$ cat src/rtl/mem_bank_rw_arbiter.sv
// Read/write requester arbiter for one SRAM bank: lock-in on stalls, bounded-burst fairness,
// and a 1-bit route FIFO that steers each rvalid back to its issuer. Optional: MEM_BANK_RW_ARB_PERF_EN.
module mem_bank_rw_arbiter #(
  parameter int   AddrWidth = 32,
  parameter int   DataWidth = 32,
  parameter int   BufDepth  = 1,
  parameter int   MaxBurst  = 4,
  parameter logic WritePrio = 1'b1
) (
  input  logic                           clk_i,
  input  logic                           rst_ni,
  input  logic                           r_req_i,
  input  logic                           w_req_i,
  output logic                           r_gnt_o,
  output logic                           w_gnt_o,
  input  logic [AddrWidth-1:0]           r_addr_i,
  input  logic [AddrWidth-1:0]           w_addr_i,
  input  logic [DataWidth-1:0]           r_wdata_i,
  input  logic [DataWidth-1:0]           w_wdata_i,
  input  logic [DataWidth/8-1:0]         r_strb_i,
  input  logic [DataWidth/8-1:0]         w_strb_i,
  input  logic                           r_we_i,
  input  logic                           w_we_i,
  input  logic [5:0]                     r_atop_i,
  input  logic [5:0]                     w_atop_i,
  output logic                           r_rvalid_o,
  output logic                           w_rvalid_o,
  output logic [DataWidth-1:0]           r_rdata_o,
  output logic [DataWidth-1:0]           w_rdata_o,
  output logic                           mem_req_o,
  input  logic                           mem_gnt_i,
  output logic [AddrWidth-1:0]           mem_addr_o,
  output logic [DataWidth-1:0]           mem_wdata_o,
  output logic [DataWidth/8-1:0]         mem_strb_o,
  output logic                           mem_we_o,
  output logic [5:0]                     mem_atop_o,
  input  logic                           mem_rvalid_i,
  input  logic [DataWidth-1:0]           mem_rdata_i,
  output logic [$clog2(BufDepth+1)-1:0]  outstanding_o,
  output logic                           err_o,
  output logic [15:0]                    conflict_cnt_o
);

  localparam int CntWidth   = $clog2(BufDepth+1);
  localparam int BurstWidth = $clog2(MaxBurst+1);

  logic                  lock_q, lock_d, sel_q, sel_d;
  logic                  pref_q, pref_d, last_q, last_d;
  logic [BurstWidth-1:0] burst_q, burst_d, burst_inc;
  logic [BufDepth-1:0]   fifo_q, fifo_d;
  logic [CntWidth-1:0]   cnt_q, cnt_d, wr_idx;
  logic                  err_q, err_d;
  logic                  sel, full, empty, grant, pop, other_req;

  // sel: 1 = read side, 0 = write side
  always_comb begin
    sel = pref_q;
    if (lock_q)                  sel = sel_q;
    else if (r_req_i && !w_req_i) sel = 1'b1;
    else if (w_req_i && !r_req_i) sel = 1'b0;
  end

  assign full      = (cnt_q == CntWidth'(BufDepth));
  assign empty     = (cnt_q == '0);
  assign mem_req_o = (r_req_i | w_req_i) & ~full;
  assign grant     = mem_req_o & mem_gnt_i;
  assign r_gnt_o   = grant & sel;
  assign w_gnt_o   = grant & ~sel;

  assign mem_addr_o  = sel ? r_addr_i  : w_addr_i;
  assign mem_wdata_o = sel ? r_wdata_i : w_wdata_i;
  assign mem_strb_o  = sel ? r_strb_i  : w_strb_i;
  assign mem_we_o    = sel ? r_we_i    : w_we_i;
  assign mem_atop_o  = sel ? r_atop_i  : w_atop_i;

  assign pop        = mem_rvalid_i & ~empty;
  assign r_rvalid_o = pop & fifo_q[0];
  assign w_rvalid_o = pop & ~fifo_q[0];
  assign r_rdata_o  = mem_rdata_i;
  assign w_rdata_o  = mem_rdata_i;

  assign outstanding_o = cnt_q;
  assign err_o         = err_q;

  always_comb begin
    lock_d = lock_q;
    sel_d  = sel_q;
    if (mem_req_o && !mem_gnt_i) begin
      lock_d = 1'b1;
      sel_d  = sel;
    end else if (grant) begin
      lock_d = 1'b0;
    end
  end

  // Fairness: count consecutive contended grants to one side, flip preference at MaxBurst
  assign other_req = sel ? w_req_i : r_req_i;
  assign burst_inc = (sel == last_q) ? burst_q + 1'b1 : BurstWidth'(1);

  always_comb begin
    pref_d  = pref_q;
    burst_d = burst_q;
    last_d  = last_q;
    if (grant) begin
      last_d = sel;
      if (other_req) begin
        if (burst_inc == BurstWidth'(MaxBurst)) begin
          pref_d  = ~sel;
          burst_d = '0;
        end else begin
          burst_d = burst_inc;
        end
      end else begin
        burst_d = '0;
      end
    end
  end

  // Route FIFO kept as a shift register with the head at index 0
  always_comb begin
    fifo_d = fifo_q;
    cnt_d  = cnt_q;
    if (pop) begin
      for (int i = 0; i < BufDepth-1; i++) fifo_d[i] = fifo_q[i+1];
      cnt_d = cnt_q - 1'b1;
    end
    wr_idx = cnt_d;
    if (grant) begin
      for (int i = 0; i < BufDepth; i++)
        if (CntWidth'(i) == wr_idx) fifo_d[i] = sel;
      cnt_d = cnt_d + 1'b1;
    end
  end

  assign err_d = err_q | (mem_rvalid_i & empty);

  always_ff @(posedge clk_i or negedge rst_ni) begin
    if (!rst_ni) begin
      lock_q  <= 1'b0;
      sel_q   <= 1'b0;
      pref_q  <= ~WritePrio;
      last_q  <= 1'b0;
      burst_q <= '0;
      fifo_q  <= '0;
      cnt_q   <= '0;
      err_q   <= 1'b0;
    end else begin
      lock_q  <= lock_d;
      sel_q   <= sel_d;
      pref_q  <= pref_d;
      last_q  <= last_d;
      burst_q <= burst_d;
      fifo_q  <= fifo_d;
      cnt_q   <= cnt_d;
      err_q   <= err_d;
    end
  end

`ifdef MEM_BANK_RW_ARB_PERF_EN
  logic [15:0] conf_q, conf_d;

  always_comb begin
    conf_d = conf_q;
    if (r_req_i && w_req_i && conf_q != 16'hFFFF) conf_d = conf_q + 16'd1;
  end

  always_ff @(posedge clk_i or negedge rst_ni) begin
    if (!rst_ni) conf_q <= '0;
    else         conf_q <= conf_d;
  end

  assign conflict_cnt_o = conf_q;
`else
  assign conflict_cnt_o = 16'h0;
`endif

endmodule

$ cat config.mk
export PLATFORM = sky130hd
export DESIGN_NAME = mem_bank_rw_arbiter
export DESIGN_NICKNAME = d
export VERILOG_FILES = /design/src/rtl/mem_bank_rw_arbiter.sv
export SDC_FILE = /design/constraint.sdc
export NUM_CORES = 1
export LEC_CHECK = 0
export ABC_AREA = 0
export CAP_MARGIN = 5
export CORE_AREA = 5 5 132 134
export CTS_CLUSTER_DIAMETER = 40
export DETAILED_ROUTE_END_ITERATION = 16
export DIE_AREA = 0 0 137 139
export PLACE_DENSITY_LB_ADDON = 0.05
export REMOVE_ABC_BUFFERS = 1
export SLEW_MARGIN = 20
export SYNTH_ARGS = -nofsm -noshare
export SYNTH_HDL_FRONTEND = slang
export SYNTH_SLANG_ARGS = --single-unit
$ cat constraint.sdc
create_clock -name clk_i -period 3 [get_ports clk_i]
set_input_delay 0.45 -clock clk_i [delete_from_list [all_inputs] [get_ports clk_i]]
set_output_delay 0.45 -clock clk_i [all_outputs]
set_load 0.02 [all_outputs]
Word level (Yosys, flattened, before mapping)

Cells that the tools add are included.

Output and inout bits: 162
Input port bits: 188
Word-level logic and storage cells: 52
Flip-flop bits (word level): 10

Equality and inequality tests: 2
Mux-type cells: 16
Reductions and logical operators: 9
Bitwise gates (word level): 14
Add/sub/neg operators: 3

Operators with widths:

| cell                  | number |
|---|---|
| $mux W32              | 2 |
| $mux W1               | 9 |
| $mux W3               | 3 |
| $and A1 B1 Y1         | 8 |
| $mux W6               | 1 |
| $mux W4               | 1 |
| $not A1 Y1            | 4 |
| $add A3 B1 Y3 const B | 1 |
| $eq A3 B3 Y1 const B  | 1 |
| $logic_and A1 B1 Y1   | 3 |
| $logic_not A1 Y1      | 3 |
| $reduce_and A3 Y1     | 1 |
| $or A1 B1 Y1          | 2 |
| $reduce_and A2 Y1     | 1 |
| $reduce_bool A2 Y1    | 1 |
| $add A1 B1 Y1 const B | 1 |
| $eq A1 B1 Y1          | 1 |
| $sub A1 B1 Y1 const B | 1 |

Longest topological paths before layout

Gate-level depths: netlist (run 1).

Depth in word-level cells: 10
Mapped depth: 6
Gate-level depth less buffers: 6

Worst setup path after synthesis (run 1)

OpenSTA, ideal clock, no wires.

Path type: input to output
From: input r_req_i
To: output mem_addr_o[0]
Data arrival time: 1.593 ns
Slack: 0.957 ns
Data required time: 2.550 ns
Cell stages on the path: 6
Path through: inv_1 -> maj3_2 -> o21a_1 -> buf_6 -> buf_12 -> mux2_4

Word-level cells in the longest chain between the ends: 6
Elaborated cells between the ends (all ways): 7
Those cells by class: mux: 4; reduce/logical: 3

Ends and longest elaborated chain:

| what                | line | source |
|---|---|---|
| start: declaration  | 12   | `input logic r_req_i,` |
| $logic_not A1 Y1    | 60   | `else if (w_req_i && !r_req_i) sel = 1'b0;` |
| $logic_and A1 B1 Y1 | 60   |  |
| $mux W1             | 60   |  |
| $mux W1 (*)         | 59   | `else if (r_req_i && !w_req_i) sel = 1'b1;` |
| $mux W1 (*)         | 58   | `if (lock_q) sel = sel_q;` |
| $mux W32 (*)        | 70   | `assign mem_addr_o = sel ? r_addr_i : w_addr_i;` |
| end: declaration    | 32   | `output logic [AddrWidth-1:0] mem_addr_o,` |

Every way passes the cells marked *; elsewhere a longest branch is shown, timed or not.

Worst setup path in the final report (run 1)

From: input r_req_i
To: output mem_wdata_o[10]

Word-level cells in the longest chain between the ends: 6
Elaborated cells between the ends (all ways): 7
Those cells by class: mux: 4; reduce/logical: 3

Ends and longest elaborated chain:

| what                | line | source |
|---|---|---|
| $logic_not A1 Y1    | 60   |  |
| $logic_and A1 B1 Y1 | 60   |  |
| $mux W1             | 60   |  |
| $mux W1 (*)         | 59   |  |
| $mux W1 (*)         | 58   |  |
| $mux W32 (*)        | 71   | `assign mem_wdata_o = sel ? r_wdata_i : w_wdata_i;` |
| end: declaration    | 33   | `output logic [DataWidth-1:0] mem_wdata_o,` |

Marked as above.

==> results by group, run 1 <==
Cells and area
  – Area of the multi-input gates: 1500 µm²
  – Post-Layout Cell Count: 626
  – Final net count: 598
  – Filler cells: 1714
  – Area delta synth->final: 81.7%
  – Antenna diode count: 0
  – Post-layout util: 27.9%
  – Register Area: 250 µm²
  – Share of layout cells above drive strength 1: 22.7%
  – Post-route cell area: 4500 µm²

Die
  – Initial Util: 15.3%
  – Rows: 47
  – Die area: 19000 µm²
  – Die Y: 139 µm
  – Core Footprint: 16200 µm²
  – Io pins: 350
  – Die Wd: 137 µm

Clock network
  – Clock-pin slew on the worst setup and hold paths: 0.04 ns
  – Post-CTS Setup Repair Bufs: 0
  – CTS max path bufs: 2
  – Total CTS buffers: 3
  – Hold-fix buffers, CTS: 0
  – Clock Sink Count: 10
  – Htree depth: 1
  – Post_cts resized: 74
  – CTS tree: built
  – Clk_lat worst skew: 0.24 ns
  – Clock Tree Root: clkbuf_16

Global route
  – Vias in the first global route: 2745
  – GRT overflow: 0
  – GRT Util Overall: 14.6%
  – Initial antenna violation count: 1
  – Largest net degree at the start of global routing: 27
  – First-pass GRT wire length: 20.1 mm

Setup path
  – Worst EP required: 2.55 ns
  – CP Max Fanout: 11
  – CP Data Arrival Time: 2.46 ns
  – CP startpoint kind: primary input
  – Setup CP Type: primary input to primary output
  – CP endpoint kind: primary output
  – FF-to-FF path depth: 5

Drt
  – WL/cell: 23.2 µm
  – Routed vias: 2327
  – Vias/cell: 3.72
  – DRT Pass-1 Iters: 4
  – 1st-iter DRT viols: 56
  – Routed Antenna Nets: 0
  – DRC Markers: 0
  – Final wirelength: 14.5 mm

Timing
  – Finish-stage setup viols: 0
  – Final min period: 2.91 ns
  – Total negative slack: 0 ns
  – Highest clock rate: 344 MHz
  – RSZ-0062 raised after global routing: false
  – Fin crit share: 96.8%
  – Slew @ Worst Pin: 0.528 ns
  – Slew margin rel.: 64.7%
  – Clk_skew: 0.00388 ns
  – Max-slew violation count: 0
  – Final Hold Vio Count: 0

Pwr
  – Power after layout: 3170 µW
  – Leak: 0.00206 µW
  – Pwr dens: 704 nW/µm²
  – Maximum vdd ir drop: 188 µV

Synth
  – Synth area leaders: mux2_4 45%, buf_4 24%, dfrtp_1 10%
  – Post-synthesis register bit count: 10
  – FFs w/ async S/R, synth: 100%
  – Synth warnings: 0
  – Post-Syn Area: 2480 µm²
  – Synth Flop Type: dfrtp_1
  – Post-synthesis sequential area ratio: 10.1%
  – Top cells by count, synth: 80 x buf_4, 74 x mux2_4, 11 x nor2_1
  – Top-area cell type share of the netlist area: 44.8%
  – EDFF count, synth: 0
  – Top-count cell post-synth: buf_4
  – Cells after Synth: 232
  – Mapped Avg Cell Area: 10.7 µm²
  – Post-synth cell types: 35
  – Area leader, netlist: mux2_4

Placement
  – IO buf count: 237
  – Final HPWL DP: 13.0 mm
  – Placed Area: 4520 µm²
  – Cell total after placement: 623
  – GPL Wtd Cong: 0.774

Hold path
  – Type of the worst min-delay path: flip-flop to flip-flop
  – Hold path cells: 1

Outcome
  – Status: finished clean

Job
  – Max_cap viols: 0
-- worst paths after layout --
path	from	to	slack, ns
max	r_req_i	mem_wdata_o[10]	0.09
min	err_o	err_o	0.46
max reg2reg	burst_q[0]	pref_q	1.30
min reg2reg	err_o	err_o	0.46
max in group asynchronous	rst_ni	sel_q	2.08
min in group asynchronous	rst_ni	burst_q[2]	0.57
-- registers in the layout, indices dropped and copies added, names as in the netlist --
| register | cells |
|---|---|
| lock_q | 1 |
| last_q | 1 |
| burst_q | 3 |
| pref_q | 1 |
| outstanding_o | 1 |
| err_o | 1 |
| fifo_q | 1 |
| sel_q | 1 |
-- layout make-up --
class | instances | area share, %
clock buffers | 3 | 1.67
inverters | 5 | 0.417
flip-flops and latches | 10 | 5.56
multi-input cells | 141 | 33.4
well taps | 220 | 6.11
repair buffers | 247 | 52.9
-- per-layer routing --
layer / global-route usage [%] / wire length, µm
met3: 10.6 / 2220
met4: 0.893 / 37
met1: 15.2 / 4950
met2: 24.6 / 7220
met5: 3.17 / 93
-- report_power, final --
group	total (µW)	internal [µW]	switching [µW]	leakage [µW]
Combinational	2690	1390	1300	0.00191
Clock	233	173	60.6	0.0000370
Sequential	250	181	68.8	0.000113
Total	3170	1740	1430	0.00206
-- cells by family after synthesis --
group | Yosys count | share of synthesized area, %
buffers and inverters | 96 | 31.9
AO/OA/AOI/OAI | 13 | 3.79
multiplexers | 76 | 45.7
AND/OR/NAND/NOR | 31 | 6.26
adder cells (fa/ha/maj) | 3 | 1.46
other | 1 | 0.151
flip-flops | 10 | 10.1
XOR/XNOR | 2 | 0.707
-- layout by cell type, fill, tap and decap left out, types with 3 or more instances in the layout --
| master | netlist | layout |
|---|---|---|
| a21oi_1 | 3 | 3 |
| buf_4 | 80 | 8 |
| clkbuf_16 | 0 | 3 |
| clkdlybuf4s50_1 | 0 | 162 |
| conb_1 | 1 | 16 |
| dfrtp_1 | 10 | 10 |
| dlygate4sd2_1 | 0 | 74 |
| inv_1 | 5 | 5 |
| mux2_4 | 74 | 74 |
| nand2_1 | 5 | 5 |
| nor2_1 | 11 | 11 |
| nor2b_1 | 3 | 3 |
-- worst max-delay path: stages --
cell and delay [ns]:
clkdlybuf4s50_1 0.50, inv_1 0.05, maj3_2 0.31, o21a_4 0.25, buf_4 0.23, mux2_4 0.31, dlygate4sd2_1 0.35
-- per-stage QoR --
stage | hold WS [ns] | setup WS (ns)
after detailed placement | 0.451 | -0.158
after global routing | 0.470 | 0.00509
after CTS | 0.460 | 0.0312
after floorplan | 0.154 | -1.52
after global placement | 0.441 | -0.158
final | 0.456 | 0.0947
Note: power is estimated with default switching activity, not from simulation.
==> inputs of run 2 (changes only) <==
--- a/config.mk
+++ b/config.mk
@@ -9,6 +9,6 @@
 export CAP_MARGIN = 5
-export CORE_AREA = 5 5 132 134
+export CORE_AREA = 5 5 133 135
 export CTS_CLUSTER_DIAMETER = 40
 export DETAILED_ROUTE_END_ITERATION = 16
-export DIE_AREA = 0 0 137 139
+export DIE_AREA = 0 0 138 140
 export PLACE_DENSITY_LB_ADDON = 0.05
==> constraint.sdc (replaced) <==
create_clock -name clk_i -period 2.7 [get_ports clk_i]
set_input_delay 0.405 -clock clk_i [delete_from_list [all_inputs] [get_ports clk_i]]
set_output_delay 0.405 -clock clk_i [all_outputs]
set_load 0.1 [all_outputs]
==> results by group, run 2 (same netlist as run 1, synthesis figures left out) <==
Drt
  – WL/cell: 22.1 µm (-4.6%)
  – Final wirelength: 13.9 mm (-4.6%)
  – 1st-iter DRT viols: 56 (unchanged)
  – Routed Antenna Nets: 0 (unchanged)
  – Routed vias: 2315 (-0.52%)
  – Vias/cell: 3.70 (-0.52%)
  – DRC Markers: 0 (unchanged)
  – DRT Pass-1 Iters: 4 (unchanged)

Cells and area
  – Filler cells: 1655 (-3.4%)
  – Most frequent cells in the layout: 155 x clkdlybuf4s50_1, 82 x buf_12, 74 x mux2_4, 16 x conb_1, 11 x nor2_1
  – Area of the multi-input gates: 1500 µm² (unchanged)
  – Register Area: 250 µm² (unchanged)
  – Largest register FFs: 3 (unchanged)
  – Final net count: 596 (-0.33%)
  – Commonest non-fill, non-tap cell in the layout: clkdlybuf4s50_1
  – Area delta synth->final: 118%
  – Share of layout cells above drive strength 1: 42.7% (+20 points)
  – Most flop-heavy register: burst_q
  – Post-Layout Cell Count: 626 (unchanged)

Pwr
  – Pwr dens: 1420 nW/µm² (+100%)
  – Maximum vdd ir drop: 538 µV (+190%)
  – Leak: 0.00238 µW (+16%)

Timing
  – Final min period: 2.64 ns
  – Fin crit share: 97.7%
  – Max-slew violation count: 0 (unchanged)
  – Total negative slack: 0 ns (unchanged)
  – Finish-stage setup viols: 0 (unchanged)
  – Clk_skew: 0.00179 ns (-0.00210 ns)
  – Final Hold Vio Count: 0 (unchanged)
  – Highest clock rate: 379 MHz
  – RSZ-0062 raised after global routing: false

Clock network
  – Clk_lat worst skew: 0.23 ns (about the same)
  – Clock-pin slew on the worst setup and hold paths: 0.04 ns (about the same)
  – CTS tree: built
  – Clock Sink Count: 10 (unchanged)
  – Total CTS buffers: 3 (unchanged)
  – Clock Tree Root: clkbuf_16
  – CTS max path bufs: 2 (unchanged)
  – Post_cts resized: 0 (-100%)
  – Post-CTS Setup Repair Bufs: 0 (unchanged)
  – Hold-fix buffers, CTS: 0 (unchanged)
  – Htree depth: 1 (unchanged)

Die
  – Core Footprint: 16300 µm² (+1.1%)
  – Initial Util: 15.2% (-0.17 points)
  – Die area: 19300 µm² (+1.5%)
  – Die Y: 140 µm (+0.72%)
  – Die Wd: 138 µm (+0.73%)
  – Rows: 47 (unchanged)
  – Io pins: 350 (unchanged)

Setup path
  – CP startpoint kind: primary input
  – CP endpoint kind: primary output
  – CP Max Fanout: 25 (+14)
  – Worst EP required: 2.30 ns (-0.25 ns)
  – Setup CP Type: primary input to primary output
  – Worst R2R Setup Slack: 1.01 ns (-0.29 ns)
  – CP Data Arrival Time: 2.23 ns (-0.23 ns)

Global route
  – Initial antenna violation count: 1 (unchanged)
  – Vias in the first global route: 2525 (-8.0%)
  – Largest net degree at the start of global routing: 26 (-3.7%)
  – GRT Util Overall: 13.3% (-1.3 points)
  – GRT overflow: 0 (unchanged)
  – First-pass GRT wire length: 18.9 mm (-5.8%)

Placement
  – Final HPWL DP: 12.5 mm (-3.8%)
  – Cell total after placement: 621 (-0.32%)
  – GPL Wtd Cong: 0.756 (-2.3%)
  – IO buf count: 237 (unchanged)

Outcome
  – Status: finished clean

Job
  – Max_cap viols: 0 (unchanged)

Hold path
  – Type of the worst min-delay path: flip-flop to flip-flop
[run 2: cell count changes in the layout (fill, tap and decap cells not counted), sizes merged]
| cell | change |
|---|---|
| clkbuf | +1 |
| clkdlybuf4s50 | -7 |
| dlymetal6s2s | -1 |
| dlygate4sd2 | -74 |
| diode | +1 |
| buf | +80 |
[run 2: routing by layer]
metal / global-route usage [%] / vias up / routed length (µm)
li1: - / 1046 / -
met1: 13.4 / 1068 / 4670
met2: 22.9 / 191 / 7130
met3: 9.10 / 6 / 1970
met4: 1.51 / 4 / 35
met5: 5.01 / - / 49
[run 2: critical path, cell delays in order]
cell	delay, ns
clkdlybuf4s50_1	0.49
inv_1	0.05
maj3_2	0.31
o21a_4	0.26
buf_12	0.20
mux2_4	0.33
buf_12	0.17
[run 2: worst paths after layout]
check | depth (start not counted) | start | end
setup / recovery | 7 | r_req_i | mem_addr_o[10]
hold / removal | 1 | err_o | err_o
setup reg to reg | 5 | burst_q[0] | pref_q
min in group asynchronous | 1 | rst_ni | err_o
hold reg to reg | 1 | err_o | err_o
max in group asynchronous | 1 | rst_ni | last_q
[run 2: cell type report]
| cell class | count | area share, % |
|---|---|---|
| flip-flops and latches | 10 | 4.64 |
| inverters | 5 | 0.348 |
| clock buffers | 4 | 1.65 |
| multi-input cells | 141 | 27.9 |
| diodes | 1 | 0.0464 |
| well taps | 220 | 5.11 |
| repair buffers | 245 | 60.3 |
[run 2: through the flow]
stage | worst slack (ns) | area [µm²] | power [µW] | utilization, % | hold WS, ns
CTS | 0.0525 | 5390 | 7750 | 33.0 | 0.463
floorplan | -2.73 | 1760 | 4470 | - | 0.109
global route | 0.00821 | 5390 | 7890 | 33.0 | 0.480
global placement | 0.0614 | 5300 | 7440 | 32.4 | 0.448
detailed placement | 0.0663 | 5300 | 7440 | 32.4 | 0.454
finish | 0.0619 | 5390 | 7640 | 33.0 | 0.465
[run 2: where the power goes]
group / switching (µW) / internal (µW) / total, µW
clock: 67.6 / 223 / 290
sequential: 76.8 / 201 / 278
combinational: 4330 / 2750 / 7070
total: 4470 / 3170 / 7640
==> inputs of run 3 (changes only) <==
- CTS_CLUSTER_DIAMETER: 40 -> 60
==> results of run 3 <==
Final layout, timing and power as in run 2 (identical DEF).
